<file path="src/rtl/systolic_skew_feeder_pkg.sv">
// Shared types and constants for the systolic edge feeder: controller state
// encoding, PE pipeline depth and the flush length helper.
package systolic_skew_feeder_pkg;

    typedef enum logic [1:0] {
        ST_IDLE   = 2'd0,
        ST_STREAM = 2'd1,
        ST_FLUSH  = 2'd2,
        ST_DONE   = 2'd3
    } feeder_state_e;

    // Register stages inside one PE: a_reg, DSP, dsp_out_reg, c_out.
    localparam int PE_PIPE_DEPTH = 4;

    function automatic int flush_len(input int lanes, input int flush_extra);
        return (lanes - 1) + flush_extra;
    endfunction

endpackage

</file>
<file path="src/rtl/systolic_skew_feeder_if.sv">
// Valid/ready operand stream into the feeder: one vector beat per transfer,
// lane i in data[i*data_width +: data_width], last marks the final beat of a tile.
interface systolic_skew_feeder_if #(
    parameter int data_width = 8,
    parameter int lanes      = 2
);
    logic                          valid;
    logic                          ready;
    logic [lanes*data_width-1:0]   data;
    logic                          last;

    modport master (output valid, output data, output last, input ready);
    modport slave  (input valid, input data, input last, output ready);

endinterface

</file>
<file path="src/rtl/systolic_skew_feeder_skew_delay_line.sv">
// Fixed-depth shift register for one array lane; it advances only when shift
// is high so a stalled array and its skew stay aligned.
module skew_delay_line #(
    parameter int data_width = 8,
    parameter int depth      = 1
) (
    input  logic                  clk,
    input  logic                  rst_n,
    input  logic                  shift,
    input  logic [data_width-1:0] d,
    output logic [data_width-1:0] q
);

    logic [data_width-1:0] r_pipe [depth];

    // Delay chain: shift on step, hold otherwise.
    always_ff @(posedge clk or negedge rst_n) begin
        if (!rst_n) begin
            for (int i = 0; i < depth; i++) begin
                r_pipe[i] <= '0;
            end
        end else if (shift) begin
            r_pipe[0] <= d;
            for (int i = 1; i < depth; i++) begin
                r_pipe[i] <= r_pipe[i-1];
            end
        end else begin
            for (int i = 0; i < depth; i++) begin
                r_pipe[i] <= r_pipe[i];
            end
        end
    end

    assign q = r_pipe[depth-1];

endmodule

</file>
<file path="src/rtl/systolic_skew_feeder.sv">
// Array-edge feeder: skews lane i of each accepted beat by i extra steps,
// drives the shared PE enable and zero-fills the array at the end of a tile.
module systolic_skew_feeder
    import systolic_skew_feeder_pkg::*;
#(
    parameter int data_width  = 8,
    parameter int lanes       = 2,
    parameter int flush_extra = PE_PIPE_DEPTH
) (
    input  logic                        clk,
    input  logic                        rst_n,
    systolic_skew_feeder_if.slave       s_in,
    output logic [lanes*data_width-1:0] o_edge_data,
    output logic                        o_pe_en,
    output logic                        o_busy,
    output logic                        o_done
);

    localparam int FLUSH_LEN = flush_len(lanes, flush_extra);
    localparam int CNT_W     = $clog2(FLUSH_LEN + 1);

    feeder_state_e              r_state;
    feeder_state_e              w_state_nxt;
    logic [CNT_W-1:0]           r_flush_cnt;
    logic                       w_ready;
    logic                       w_busy;
    logic                       w_done;
    logic                       w_in_flush;
    logic                       w_accept;
    logic                       w_step;
    logic                       w_flush_end;
    logic [lanes*data_width-1:0] w_chain_in;
    logic [lanes*data_width-1:0] w_edge;

    assign w_accept    = s_in.valid & w_ready;
    assign w_step      = w_accept | w_in_flush;
    assign w_flush_end = w_in_flush && (r_flush_cnt == CNT_W'(FLUSH_LEN - 1));
    // Zero-fill while flushing; data only enters the chains on an accept.
    assign w_chain_in  = w_accept ? s_in.data : '0;

    // State register.
    always_ff @(posedge clk or negedge rst_n) begin
        if (!rst_n) begin
            r_state <= ST_IDLE;
        end else begin
            r_state <= w_state_nxt;
        end
    end

    // Next-state logic.
    always_comb begin
        w_state_nxt = r_state;
        case (r_state)
            ST_IDLE: begin
                if (w_accept) begin
                    w_state_nxt = s_in.last ? ST_FLUSH : ST_STREAM;
                end else begin
                    w_state_nxt = ST_IDLE;
                end
            end
            ST_STREAM: begin
                if (w_accept && s_in.last) begin
                    w_state_nxt = ST_FLUSH;
                end else begin
                    w_state_nxt = ST_STREAM;
                end
            end
            ST_FLUSH: begin
                if (w_flush_end) begin
                    w_state_nxt = ST_DONE;
                end else begin
                    w_state_nxt = ST_FLUSH;
                end
            end
            ST_DONE: begin
                w_state_nxt = ST_IDLE;
            end
            default: begin
                w_state_nxt = ST_IDLE;
            end
        endcase
    end

    // Output decode from the current state.
    always_comb begin
        w_ready    = 1'b0;
        w_busy     = 1'b0;
        w_done     = 1'b0;
        w_in_flush = 1'b0;
        case (r_state)
            ST_IDLE: begin
                w_ready = 1'b1;
            end
            ST_STREAM: begin
                w_ready = 1'b1;
                w_busy  = 1'b1;
            end
            ST_FLUSH: begin
                w_busy     = 1'b1;
                w_in_flush = 1'b1;
            end
            ST_DONE: begin
                w_done = 1'b1;
            end
            default: begin
                w_ready = 1'b0;
            end
        endcase
    end

    // Flush beat counter: zero outside FLUSH, so entry always starts from 0.
    always_ff @(posedge clk or negedge rst_n) begin
        if (!rst_n) begin
            r_flush_cnt <= '0;
        end else if (w_in_flush && (w_state_nxt == ST_FLUSH)) begin
            r_flush_cnt <= r_flush_cnt + CNT_W'(1);
        end else begin
            r_flush_cnt <= '0;
        end
    end

    for (genvar g = 0; g < lanes; g++) begin : g_lane
        skew_delay_line #(
            .data_width (data_width),
            .depth      (g + 1)
        ) u_delay (
            .clk   (clk),
            .rst_n (rst_n),
            .shift (w_step),
            .d     (w_chain_in[g*data_width +: data_width]),
            .q     (w_edge[g*data_width +: data_width])
        );
    end

    assign s_in.ready  = w_ready;
    assign o_edge_data = w_edge;
    assign o_pe_en     = w_step;
    assign o_busy      = w_busy;
    assign o_done      = w_done;

endmodule
</file>
<file path="src/flat_wrapper.sv">
// flat-port wrapper written by rule: the top's interface ports become plain ports
module systolic_skew_feeder_flat import systolic_skew_feeder_pkg::*;
#(
    parameter int data_width  = 8,
    parameter int lanes       = 2,
    parameter int flush_extra = PE_PIPE_DEPTH
)
  (clk, rst_n, o_edge_data, o_pe_en, o_busy, o_done, s_in_valid, s_in_data, s_in_last, s_in_ready);
  systolic_skew_feeder_if #(.data_width(data_width), .lanes(lanes)) s_in_i ();
  input  logic clk;
  input  logic rst_n;
  output logic [lanes*data_width-1:0] o_edge_data;
  output logic o_pe_en;
  output logic o_busy;
  output logic o_done;
  input wire logic [$bits(s_in_i.valid)-1:0] s_in_valid;
  input wire logic [$bits(s_in_i.data)-1:0] s_in_data;
  input wire logic [$bits(s_in_i.last)-1:0] s_in_last;
  output wire logic [$bits(s_in_i.ready)-1:0] s_in_ready;
  assign s_in_i.valid = s_in_valid;
  assign s_in_i.data = s_in_data;
  assign s_in_i.last = s_in_last;
  assign s_in_ready = s_in_i.ready;
  systolic_skew_feeder #(.data_width(data_width), .lanes(lanes), .flush_extra(flush_extra)) u_core (.clk(clk), .rst_n(rst_n), .s_in(s_in_i), .o_edge_data(o_edge_data), .o_pe_en(o_pe_en), .o_busy(o_busy), .o_done(o_done));
endmodule
</file>
<file path="config.mk">
export PLATFORM = sky130hd
export DESIGN_NAME = systolic_skew_feeder_flat
export DESIGN_NICKNAME = d
export VERILOG_FILES = /design/src/rtl/systolic_skew_feeder_pkg.sv /design/src/rtl/systolic_skew_feeder_if.sv /design/src/rtl/systolic_skew_feeder_skew_delay_line.sv /design/src/rtl/systolic_skew_feeder.sv /design/src/flat_wrapper.sv
export SDC_FILE = /design/constraint.sdc
export NUM_CORES = 1
export LEC_CHECK = 0
export BUFFER_PORTS_ARGS = -buffer_cell sky130_fd_sc_hd__buf_2
export CAP_MARGIN = 30
export CORE_MARGIN = 3
export CORE_UTILIZATION = 44
export CTS_CLUSTER_DIAMETER = 30
export DETAILED_ROUTE_END_ITERATION = 16
export PLACE_DENSITY = 0.71
export SYNTH_ARGS = -nofsm -noshare
export SYNTH_HDL_FRONTEND = slang
export SYNTH_SLANG_ARGS = --single-unit
</file>
<file path="constraint.sdc">
create_clock -name clk -period 2.39 [get_ports clk]
set_clock_uncertainty 0.05 [all_clocks]
set_input_delay 0.3585 -clock clk [delete_from_list [all_inputs] [get_ports clk]]
set_output_delay 0.3585 -clock clk [all_outputs]
set_load 0.01 [all_outputs]
</file>
Word-level counts from Yosys, hierarchy flattened
Index checks and enable logic that the tools add are counted.
{ "word_totals": {"romBits": 0, "latchBits": 0, "memories": 0, "output_inout_bits": 20, "reg_bits": 29, "inputBits": 20, "ram_bits": 0, "wordCells": 30} }
{ "op_classes": {"reduce_logical": 6, "bitwise": 2, "shift": 0, "eq_ne": 5, "n_lt_le_gt_ge": 0, "n_mul": 0, "div": 0, "addsub": 1, "muxes": 11} }
{ "op_table": {"columns": ["operator", "n"], "rows": [
  ["$mux 16", 1],
  ["$pmux 2 s4", 1],
  ["$eq 2x2->1 const B", 3],
  ["$mux 2", 3],
  ["$mux 1", 5],
  ["$reduce_or 2->1", 2],
  ["$add 3x1->3 const B", 1],
  ["$eq 3x3->1 const B", 1],
  ["$logic_and 1x1->1", 3],
  ["$mux 3", 1],
  ["$eq 2x1->1 const B", 1],
  ["$logic_not 2->1", 1],
  ["$and 1x1->1", 1],
  ["$or 1x1->1", 1]
]} }

Logic depth before layout (Yosys ltp)
Gate-level depths: netlist of the first run.
{ "logic_depth": {"depth_word": 10, "depth_mapped": 7, "depth_no_buf": 5} }

Hierarchy
Synthesis of the first run repeated with hierarchy kept, for this count alone.
{ "hier_totals": {"cells_unflattened": 107, "hier_area_um2": 1547.7} }
{ "by_module_without_submodules": {"columns": ["mod", "cells_per_inst", "instances", "area_per_inst_um2"], "rows": [
  ["skew_delay_line (u_core.g_lane[1].u_delay)", 42, 1, 709.4],
  ["systolic_skew_feeder", 48, 1, 506.7],
  ["skew_delay_line (u_core.g_lane[0].u_delay)", 17, 1, 331.6]
]} }

Least setup slack after synthesis of the first run
No wires, ideal clock.
{ "synth_timing": {"kind": "reg-to-output", "from": "reg u_core.r_state[0]", "to": "out o_pe_en", "path_slack_ns": 0.597, "path_stages_with_launch": 7, "required_ns": 1.982, "arrival_ns": 1.385, "path_cell_list": "dfrtp_1 inv_1 ha_1 o21a_1 nor2_2 buf_2 inv_1"} }
{ "synth_between": {"elab_chain_cells": 5, "elab_cells_between_ends": 8, "classes_between": "eq/ne: 2; mux: 2; bitwise: 2; reduce/logical: 2"} }
{ "synth_rtl": {"columns": ["element", "line", "rtl"], "rows": [
  ["start, declared", "systolic_skew_feeder.sv:22", "feeder_state_e r_state;"],
  ["start signal, assigned", "systolic_skew_feeder.sv:46", "r_state <= w_state_nxt;"],
  ["$eq 2x1->1 / $logic_not 2->1 (equally long branches)", "systolic_skew_feeder.sv:90", "case (r_state)"],
  ["$reduce_or 2->1 (no line)", null, null],
  ["$mux 1", "systolic_skew_feeder.sv:90", null],
  ["$and 1x1->1", "systolic_skew_feeder.sv:35", "assign w_accept = s_in.valid & w_ready;"],
  ["$or 1x1->1 (*)", "systolic_skew_feeder.sv:36", "assign w_step = w_accept | w_in_flush;"],
  ["end, declared", "flat_wrapper.sv:13", "output logic o_pe_en;"]
]} }
Every way passes the cells marked *; elsewhere a longest branch is shown, timed or not.

Worst setup path in the final report of the first run
Ends and elaborated chain as after synthesis.

==> key figures, run 1 <==
Synth
  • Simple-gate portion of the synthesized area: 5.95%
  • Unique masters post-synth: 22
  • Synth Register Bits: 29
  • Ys Warns: 0
  • Yosys top cell area share: 57.5%
  • Synth Area in Adders: 6.94%
  • Seq/Total Area, Yosys: 57.5%
  • Post-Synth XOR/XNOR Area: 0.694%
  • Post-synthesis mux area share: 7.14%
  • Yosys top cell by area: dfrtp_1
  • Main combinational cell family by area after synthesis: compound AO/OA/AOI/OAI gates
  • Syn avg cell area: 13.4 um^2
  • Synthesized net count: 121
  • Post-Syn Area: 1260 um^2
  • Post-synthesis compound-gate area fraction: 13.4%
  • Synth area leaders: dfrtp_1 57%, a22o_1 11%, mux2_2 7.1%
  • Cells after Synth: 94

Critical path
  • Crit path arrival time: 1.83 ns
  • Max FO, Critical Path: 25
  • Worst Setup End Kind: primary output
  • Worst EP required: 1.98 ns
  • Startpoint Class: register
  • Crit path kind: register to primary output

GRT
  • Vias in the first global route: 905
  • First-pass GRT wire length: 4.04 mm
  • GR Overflow Total: 0
  • Initial antenna violation count: 0
  • Pin count of the biggest net entering global routing: 30
  • GRT Total Usage: 15.8%

Pwr
  • Leakage Power: 0.797 nW
  • Total power: 1.86 mW
  • Pwr/cell area: 1260 nW/um^2
  • Seq pwr share: 43.2%
  • Clk pwr share: 14.4%
  • Worst vdd ir: 622 uV
  • Net Sw Frac: 36.1%
  • Switching pwr: 0.671 mW
  • Comb pwr share: 42.3%
  • Pint: 1.19 mW

STA
  • RSZ-0062 raised after global routing: no
  • Slew headroom: 59.5%
  • Slew Viols, Final: 0
  • Setup violators final: 0
  • Fin crit share: 93.7%
  • Fin Hold WS: -0.00396 ns
  • Slew @ Worst Pin: 0.608 ns
  • Final Critical Period: 2.24 ns
  • Final setup TNS: 0 ns
  • Worst Slack Setup Final: 0.150 ns
  • Final hold vios: 6
  • Max Clk Rate: 446 MHz

Cells and area
  • Register area: 726 um^2
  • Ratio of cells with drive above 1 in the final layout: 44.3%
  • Final core occ: 56.9%
  • Nets: 157
  • Fillcell total: 216
  • Area Growth Syn to Fin: 16.7%
  • Antenna diodes: 0
  • Multi-input gate area: 430 um^2

Drt
  • Iter 0 DRT Violations: 23
  • Total Wirelength: 2.40 mm
  • Routed length per placed instance: 14.9 um
  • Vias per cell: 5.27
  • DR vias: 849
  • Drt drc: 0
  • Antenna viol nets, final: 0
  • Detailed Routing Iterations Pass 1: 4

CTS
  • CTS root buf: clkbuf_4
  • TritonCTS buffer count: 5
  • CTS tree: yes
  • Hold Buf Count CTS: 0
  • Reg clk slew, reported paths: 0.09 ns
  • Clk Latency, worst-skew pair: 0.31 ns
  • H-tree Lvls: 2
  • Post-CTS Repair Setup Buffers: 0
  • PostCTS Resize Cnt: 0
  • Max clock buf depth: 2
  • # clock sinks: 29

Job
  • Max_cap viols: 0

Die
  • IO Count: 40
  • Chip width: 59.6 um
  • Die area: 3550 um^2
  • Initial core utilization: 48.7%
  • Die height: 59.6 um
  • Row count: 18
  • Core region area: 2590 um^2

Status
  • Status: finished with violations
  • Failing checks: hold timing

Placement
  • Pre-CTS setup slack: 0.502 ns
  • Port Buffers: 39
  • Hpwl dp: 1.71 mm
  • Final RePlAce weighted congestion: 0.878

Worst hold path
  • HP Class: input pin to asynchronous set/reset pin
cell usage in the layout, fill, tap and decap left out, drive strengths merged, types with 3 or more instances in the layout:
master / synthesis / layout
buf: 11 / 41
dfrtp: 29 / 29
a22o: 16 / 16
mux2: 8 / 8
ha: 7 / 7
clkbuf: 1 / 6
inv: 5 / 5
nor2b: 3 / 3
registers in the layout, summed over array words and instances (netlist names):
signal                        count
u_core.r_flush_cnt                3
u_core.g_lane.u_delay.q          16
u_core.g_lane.u_delay.r_pipe      8
u_core.r_state                    2
per-layer routing:
layer  GRT usage [%]  vias up  part of all wire (%)
met3            5.01        4                   5.8
met2            27.1       30                    54
met5               0        -                     0
met4            6.65        0                   1.1
met1            17.9      417                    39
li1                -      398                     -
path summary, 6_finish.rpt:
check / start / end / slack (ns) / cells after the start
min reg2reg: u_core.r_flush_cnt[0] / u_core.r_flush_cnt[0] / 0.43 / 1
min: rst_n / u_core.g_lane[1].u_delay.r_pipe[9] / -0.004 / 1
max in group asynchronous: rst_n / u_core.g_lane[0].u_delay.q[3] / 1.89 / 1
min in group clk: s_in_data[15] / u_core.g_lane[1].u_delay.r_pipe[15] / 0.22 / 2
max: u_core.r_state[0] / o_pe_en / 0.15 / 7
max reg2reg: u_core.r_state[0] / u_core.r_flush_cnt[1] / 0.52 / 6
layout make-up:
class / instances / share of cell area, %
Inverter: 5 / 1.27
Sequential cell: 29 / 49.2
Clock buffer: 6 / 2.80
Timing Repair Buffer: 41 / 14.3
Tap cell: 30 / 2.55
Clock inverter: 2 / 0.679
Multi-Input combinational cell: 48 / 29.2
worst max-delay path, stage by stage, from the launching register on:
cell	delay [ns]
dfrtp_1	0.43
inv_1	0.11
ha_1	0.22
o21a_1	0.21
nor2_2	0.08
buf_4	0.28
inv_1	0.06
buf_2	0.14
logic make-up (layout without fill, tap and decap cells):
family / after synthesis / after routing
buffers and inverters: 17 / 54
AND/OR/NAND/NOR: 12 / 12
multiplexers: 8 / 8
flip-flops: 29 / 29
XOR/XNOR: 1 / 1
AO/OA/AOI/OAI: 20 / 20
adder cells (fa/ha/maj): 7 / 7
cell usage after synthesis (all sizes together):
| master | count |
|---|---|
| a221o | 1 |
| a22o | 16 |
| a31oi | 1 |
| and3b | 1 |
| and4b | 1 |
| buf | 11 |
| clkbuf | 1 |
| dfrtp | 29 |
| ha | 7 |
| inv | 5 |
| mux2 | 8 |
| nand2 | 2 |
| nor2 | 1 |
| nor2b | 3 |
| nor3 | 2 |
| nor3b | 1 |
| o21a | 1 |
| o21ai | 1 |
| or2 | 1 |
| xnor2 | 1 |
metrics by stage:
step | std cells | instance area (um^2)
after floorplan | 94 | 1260
after global placement | 153 | 1420
after detailed placement | 153 | 1420
after CTS | 161 | 1470
after global routing | 161 | 1470
final | 161 | 1470
power by group through the flow:
stage | sequential, mW | clock [mW] | combinational, mW
6_report | 0.803 | 0.268 | 0.787
5_1_grt | 0.833 | 0.312 | 0.871
4_1_cts | 0.807 | 0.286 | 0.805
3_5_place_dp | 0.815 | 0 | 0.796
3_3_place_gp | 0.804 | 0 | 0.776
2_1_floorplan | 0.819 | 0 | 0.583
(Power assumes the default switching activity.)
==> run 2, diff against run 1 <==
--- a/config.mk
+++ b/config.mk
@@ -11,6 +11,7 @@
 export CORE_UTILIZATION = 44
 export CTS_CLUSTER_DIAMETER = 30
 export DETAILED_ROUTE_END_ITERATION = 16
+export MAX_ROUTING_LAYER = met4
 export PLACE_DENSITY = 0.71
 export SYNTH_ARGS = -nofsm -noshare
 export SYNTH_HDL_FRONTEND = slang
==> key figures, run 2 (synthesis results as in run 1) <==
Status
  • Status: finished with violations
  • Failing checks: hold timing

Cells and area
  • Most frequent cells in the layout: 39 x buf_2, 29 x dfrtp_1, 16 x a22o_1
  • Non-Filler Instances: 161
  • Final core occ: 56.9%
  • Area Growth Syn to Fin: 16.7%
  • Post-route cell area: 1470 um^2
  • Fillcell total: 216
  • Number of flip-flops in the largest register: 16
  • Antenna diodes: 0
  • Nets: 157
  • Commonest non-fill, non-tap cell in the layout: buf_2
  • Ratio of cells with drive above 1 in the final layout: 44.3%

CTS
  • CTS root buf: clkbuf_4
  • Post-CTS Repair Setup Buffers: 0
  • H-tree Lvls: 2
  • Reg clk slew, reported paths: 0.09 ns
  • CTS tree: yes
  • # clock sinks: 29
  • Max clock buf depth: 2
  • Clk Latency, worst-skew pair: 0.31 ns
  • PostCTS Resize Cnt: 0
  • Hold Buf Count CTS: 0
  • TritonCTS buffer count: 5

Pwr
  • Total power: 1.86 mW
  • Worst vdd ir: 625 uV
  • Pwr/cell area: 1260 nW/um^2
  • Leakage Power: 0.797 nW

Critical path
  • Critical Path Max Stage Delay: 0.42 ns
  • Crit path to: o_pe_en
  • Worst EP required: 1.98 ns
  • R2R Path Start: u_core.r_state[1]
  • WP buf/inv: 4
  • Crit path arrival time: 1.82 ns
  • Slowest-stage cell, CP: dfrtp_1
  • Crit path top cell by count: inv_1
  • Startpoint Class: register
  • CP Depth: 7
  • R2R depth: 6
  • Reg-to-reg endpoint: u_core.r_flush_cnt[1]
  • Setup crit start: u_core.r_state[1]
  • Worst-path cell chain: inv_1, ha_1, o21a_1, nor2_2, buf_4, inv_1, buf_2
  • Max FO, Critical Path: 25
  • Reg2reg setup slack: 0.53 ns
  • Crit path kind: register to primary output
  • Worst Setup End Kind: primary output
  • Delay-heaviest family, CP: buffers and inverters

Die
  • Die area: 3550 um^2
  • Chip width: 59.6 um
  • Row count: 18
  • IO Count: 40
  • Initial core utilization: 48.7%
  • Core region area: 2590 um^2
  • Die height: 59.6 um

Worst hold path
  • HP Class: input pin to asynchronous set/reset pin

STA
  • Final setup TNS: 0 ns
  • Fin Hold WS: -0.00761 ns
  • Setup violators final: 0
  • RSZ-0062 raised after global routing: no
  • Final Critical Period: 2.23 ns
  • Fin crit share: 93.3%
  • Slew Viols, Final: 0
  • Slew headroom: 59.5%
  • Worst Slack Setup Final: 0.160 ns
  • Slew @ Worst Pin: 0.607 ns
  • Final hold vios: 13
  • Max Clk Rate: 448 MHz

Drt
  • Iter 0 DRT Violations: 40
  • DR vias: 843
  • Wire length on met2: 1.27 mm
  • Routed length per placed instance: 14.9 um
  • Drt drc: 0
  • Met3 WL: 139 um
  • Antenna viol nets, final: 0
  • Total Wirelength: 2.40 mm
  • Detailed Routing Iterations Pass 1: 6
  • Wl on met1: 958 um
  • Vias per cell: 5.24
  • Highest metal used: met4

GRT
  • Vias in the first global route: 905
  • GRT Total Usage: 16.2%
  • GR Overflow Total: 0
  • Initial antenna violation count: 0
  • Pin count of the biggest net entering global routing: 30
  • First-pass GRT wire length: 4.04 mm

Placement
  • Port Buffers: 39
  • Cell total after placement: 153
  • Final RePlAce weighted congestion: 0.893
  • Post-DP Area: 1420 um^2
  • Hpwl dp: 1.71 mm
  • Pre-CTS setup slack: 0.502 ns

Job
  • Max_cap viols: 0
-- run 2: cell counts in the layout (fill, tap and decap cells not counted) --
Identical to the previous run, type by type.
-- run 2: how the worst min path moves through the flow --
stage / start / end / slack, ns / cells past startpoint
after global placement: rst_n / u_core.g_lane[1].u_delay.q[3] / 0.36 / 1
final: rst_n / u_core.g_lane[1].u_delay.r_pipe[9] / -0.008 / 1
after global routing: rst_n / u_core.g_lane[1].u_delay.r_pipe[9] / 0.03 / 1
after CTS: rst_n / u_core.g_lane[1].u_delay.q[1] / 0.01 / 1
after floorplan: rst_n / u_core.g_lane[0].u_delay.q[0] / 0.01 / 0
after detailed placement: rst_n / u_core.g_lane[1].u_delay.r_pipe[9] / 0.37 / 1
-- run 2: cell type report --
class | instances | area [um^2] | share of cell area (%)
Clock buffer | 6 | 41.3 | 2.80
Timing Repair Buffer | 41 | 210 | 14.3
Sequential cell | 29 | 726 | 49.2
Tap cell | 30 | 37.5 | 2.55
Clock inverter | 2 | 10.0 | 0.679
Inverter | 5 | 18.8 | 1.27
Multi-Input combinational cell | 48 | 430 | 29.2
-- run 2: worst reg2reg max path: stages, from the launching register on --
cell	delay [ns]
dfrtp_1	0.42
inv_1	0.12
ha_1	0.22
o21a_1	0.20
buf_4	0.21
a221o_1	0.38
nor3b_1	0.20
-- run 2: report_power, final --
part	internal [mW]	total, mW	switching, mW
clock network	0.112	0.270	0.158
registers	0.690	0.803	0.112
logic	0.385	0.789	0.403
-- run 2: routing by layer --
layer	up-vias	global-route usage (%)
met1	416	18.2
met4	0	6.65
met2	25	27.1
met3	4	4.58
li1	398	-
met5	-	-
==> run 3, diff against run 2 <==
--- a/config.mk
+++ b/config.mk
@@ -7,12 +7,15 @@
 export LEC_CHECK = 0
 export BUFFER_PORTS_ARGS = -buffer_cell sky130_fd_sc_hd__buf_2
 export CAP_MARGIN = 30
+export CELL_PAD_IN_SITES_DETAIL_PLACEMENT = 1
+export CELL_PAD_IN_SITES_GLOBAL_PLACEMENT = 1
 export CORE_MARGIN = 3
-export CORE_UTILIZATION = 44
+export CORE_UTILIZATION = 39
 export CTS_CLUSTER_DIAMETER = 30
 export DETAILED_ROUTE_END_ITERATION = 16
 export MAX_ROUTING_LAYER = met4
-export PLACE_DENSITY = 0.71
+export PLACE_DENSITY_LB_ADDON = 0.1
 export SYNTH_ARGS = -nofsm -noshare
 export SYNTH_HDL_FRONTEND = slang
 export SYNTH_SLANG_ARGS = --single-unit
+export TNS_END_PERCENT = 1
==> key figures, run 3 (synthesis results as in run 1) <==
Drt
  • Total Wirelength: 2.47 mm
  • Drt drc: 0
  • Wire length on met2: 1.19 mm
  • Routed length per placed instance: 14.3 um
  • Highest metal used: met4
  • Iter 0 DRT Violations: 31
  • Antenna viol nets, final: 0
  • Vias per cell: 4.92
  • Met3 WL: 150 um
  • Wl on met1: 1.09 mm
  • DR vias: 852
  • Detailed Routing Iterations Pass 1: 4

STA
  • Slew @ Worst Pin: 0.640 ns
  • Max Clk Rate: 454 MHz
  • RSZ-0062 raised after global routing: no
  • Slew Viols, Final: 0
  • Fin Hold WS: 0.00951 ns
  • Worst Slack Setup Final: 0.189 ns
  • Final hold vios: 0
  • Slew headroom: 57.4%
  • Final Critical Period: 2.20 ns
  • Final setup TNS: 0 ns
  • Fin crit share: 92.1%
  • Setup violators final: 0

Critical path
  • Reg2reg setup slack: 0.52 ns
  • Startpoint Class: register
  • Slowest-stage cell, CP: dfrtp_1
  • Critical Path Max Stage Delay: 0.42 ns
  • Worst EP required: 1.98 ns
  • Crit path arrival time: 1.79 ns
  • Worst Setup End Kind: primary output
  • Crit path top cell by count: inv_1
  • Max FO, Critical Path: 25
  • Reg-to-reg endpoint: u_core.r_flush_cnt[2]
  • R2R Path Start: u_core.r_state[1]
  • Worst-path cell chain: inv_1, ha_1, o21a_1, nor2_2, buf_6, inv_1, buf_2
  • Crit path kind: register to primary output
  • R2R depth: 6

Cells and area
  • Area Growth Syn to Fin: 17.7%
  • Ratio of cells with drive above 1 in the final layout: 44.2%
  • Commonest non-fill, non-tap cell in the layout: buf_2
  • Nets: 157
  • Non-Filler Instances: 173
  • Antenna diodes: 0
  • Number of flip-flops in the largest register: 16
  • Final core occ: 48.3%
  • Most frequent cells in the layout: 39 x buf_2, 29 x dfrtp_1, 16 x a22o_1
  • Post-route cell area: 1490 um^2

CTS
  • H-tree Lvls: 2
  • Max clock buf depth: 2
  • CTS root buf: clkbuf_4
  • TritonCTS buffer count: 5
  • CTS tree: yes
  • Clk Latency, worst-skew pair: 0.31 ns
  • Reg clk slew, reported paths: 0.08 ns
  • # clock sinks: 29

GRT
  • Pin count of the biggest net entering global routing: 30
  • Vias in the first global route: 932
  • GR Overflow Total: 0
  • First-pass GRT wire length: 4.40 mm
  • Initial antenna violation count: 0
  • GRT Total Usage: 14.9%

Placement
  • Final RePlAce weighted congestion: 0.821
  • Pre-CTS setup slack: 0.450 ns
  • Port Buffers: 39
  • Post-DP Area: 1440 um^2
  • Cell total after placement: 167
  • Hpwl dp: 1.77 mm

Die
  • Row count: 20
  • IO Count: 40
  • Chip width: 62.9 um
  • Die height: 62.9 um
  • Core region area: 3080 um^2
  • Initial core utilization: 41.0%
  • Die area: 3960 um^2

Pwr
  • Pwr/cell area: 1250 nW/um^2
  • Leakage Power: 0.793 nW
  • Worst vdd ir: 457 uV
  • Total power: 1.86 mW

Job
  • Max_cap viols: 0

Worst hold path
  • HP Class: input pin to asynchronous set/reset pin

Status
  • Status: completed
==> run 3: cell count changes in the layout (fill, tap and decap cells not counted), sizes merged <==
cell and delta:
clkbuf -1, clkinv -1
==> run 3: worst max-delay path by stage <==
stage                      startpoint       to  slack, ns  cells after the start
finish              u_core.r_state[1]  o_pe_en       0.19                      7
global placement    u_core.r_state[0]  o_pe_en       0.56                      7
detailed placement  u_core.r_state[1]  o_pe_en       0.45                      7
global route        u_core.r_state[1]  o_pe_en       0.02                      7
floorplan           u_core.r_state[0]  o_pe_en       0.60                      6
CTS                 u_core.r_state[1]  o_pe_en       0.08                      7
==> run 3: final cells by class <==
cell class                      count  area [um^2]
Timing Repair Buffer               41          214
Inverter                            5         18.8
Sequential cell                    29          726
Tap cell                           44         55.1
Fill cell                         331         1590
Clock buffer                        5         37.5
Clock inverter                      1         5.00
Multi-Input combinational cell     48          430
==> run 3: where the power goes <==
part	switching, mW	internal [mW]
combinational	0.408	0.394
clock	0.151	0.102
sequential	0.112	0.690
total	0.670	1.19
==> run 3: layer usage <==
layer	track usage (%)	vias up
met4	7.44	0
li1	-	396
met5	-	-
met3	4.32	5
met1	17.9	424
met2	22.7	27
==> run 3: critical path: cells and delay by family (launching register included) <==
kind	cells	cell delay [ns]
compound gates	1	0.21
fa+ha+maj	1	0.20
buf+inv	4	0.54
flops	1	0.42
simple gates	1	0.09
==> run 3: what timing repair did <==
action,4_1_cts,5_1_grt
resized for setup,0,1
setup endpoints to repair,0,1
setup buffers,0,0
hold buffers,0,0
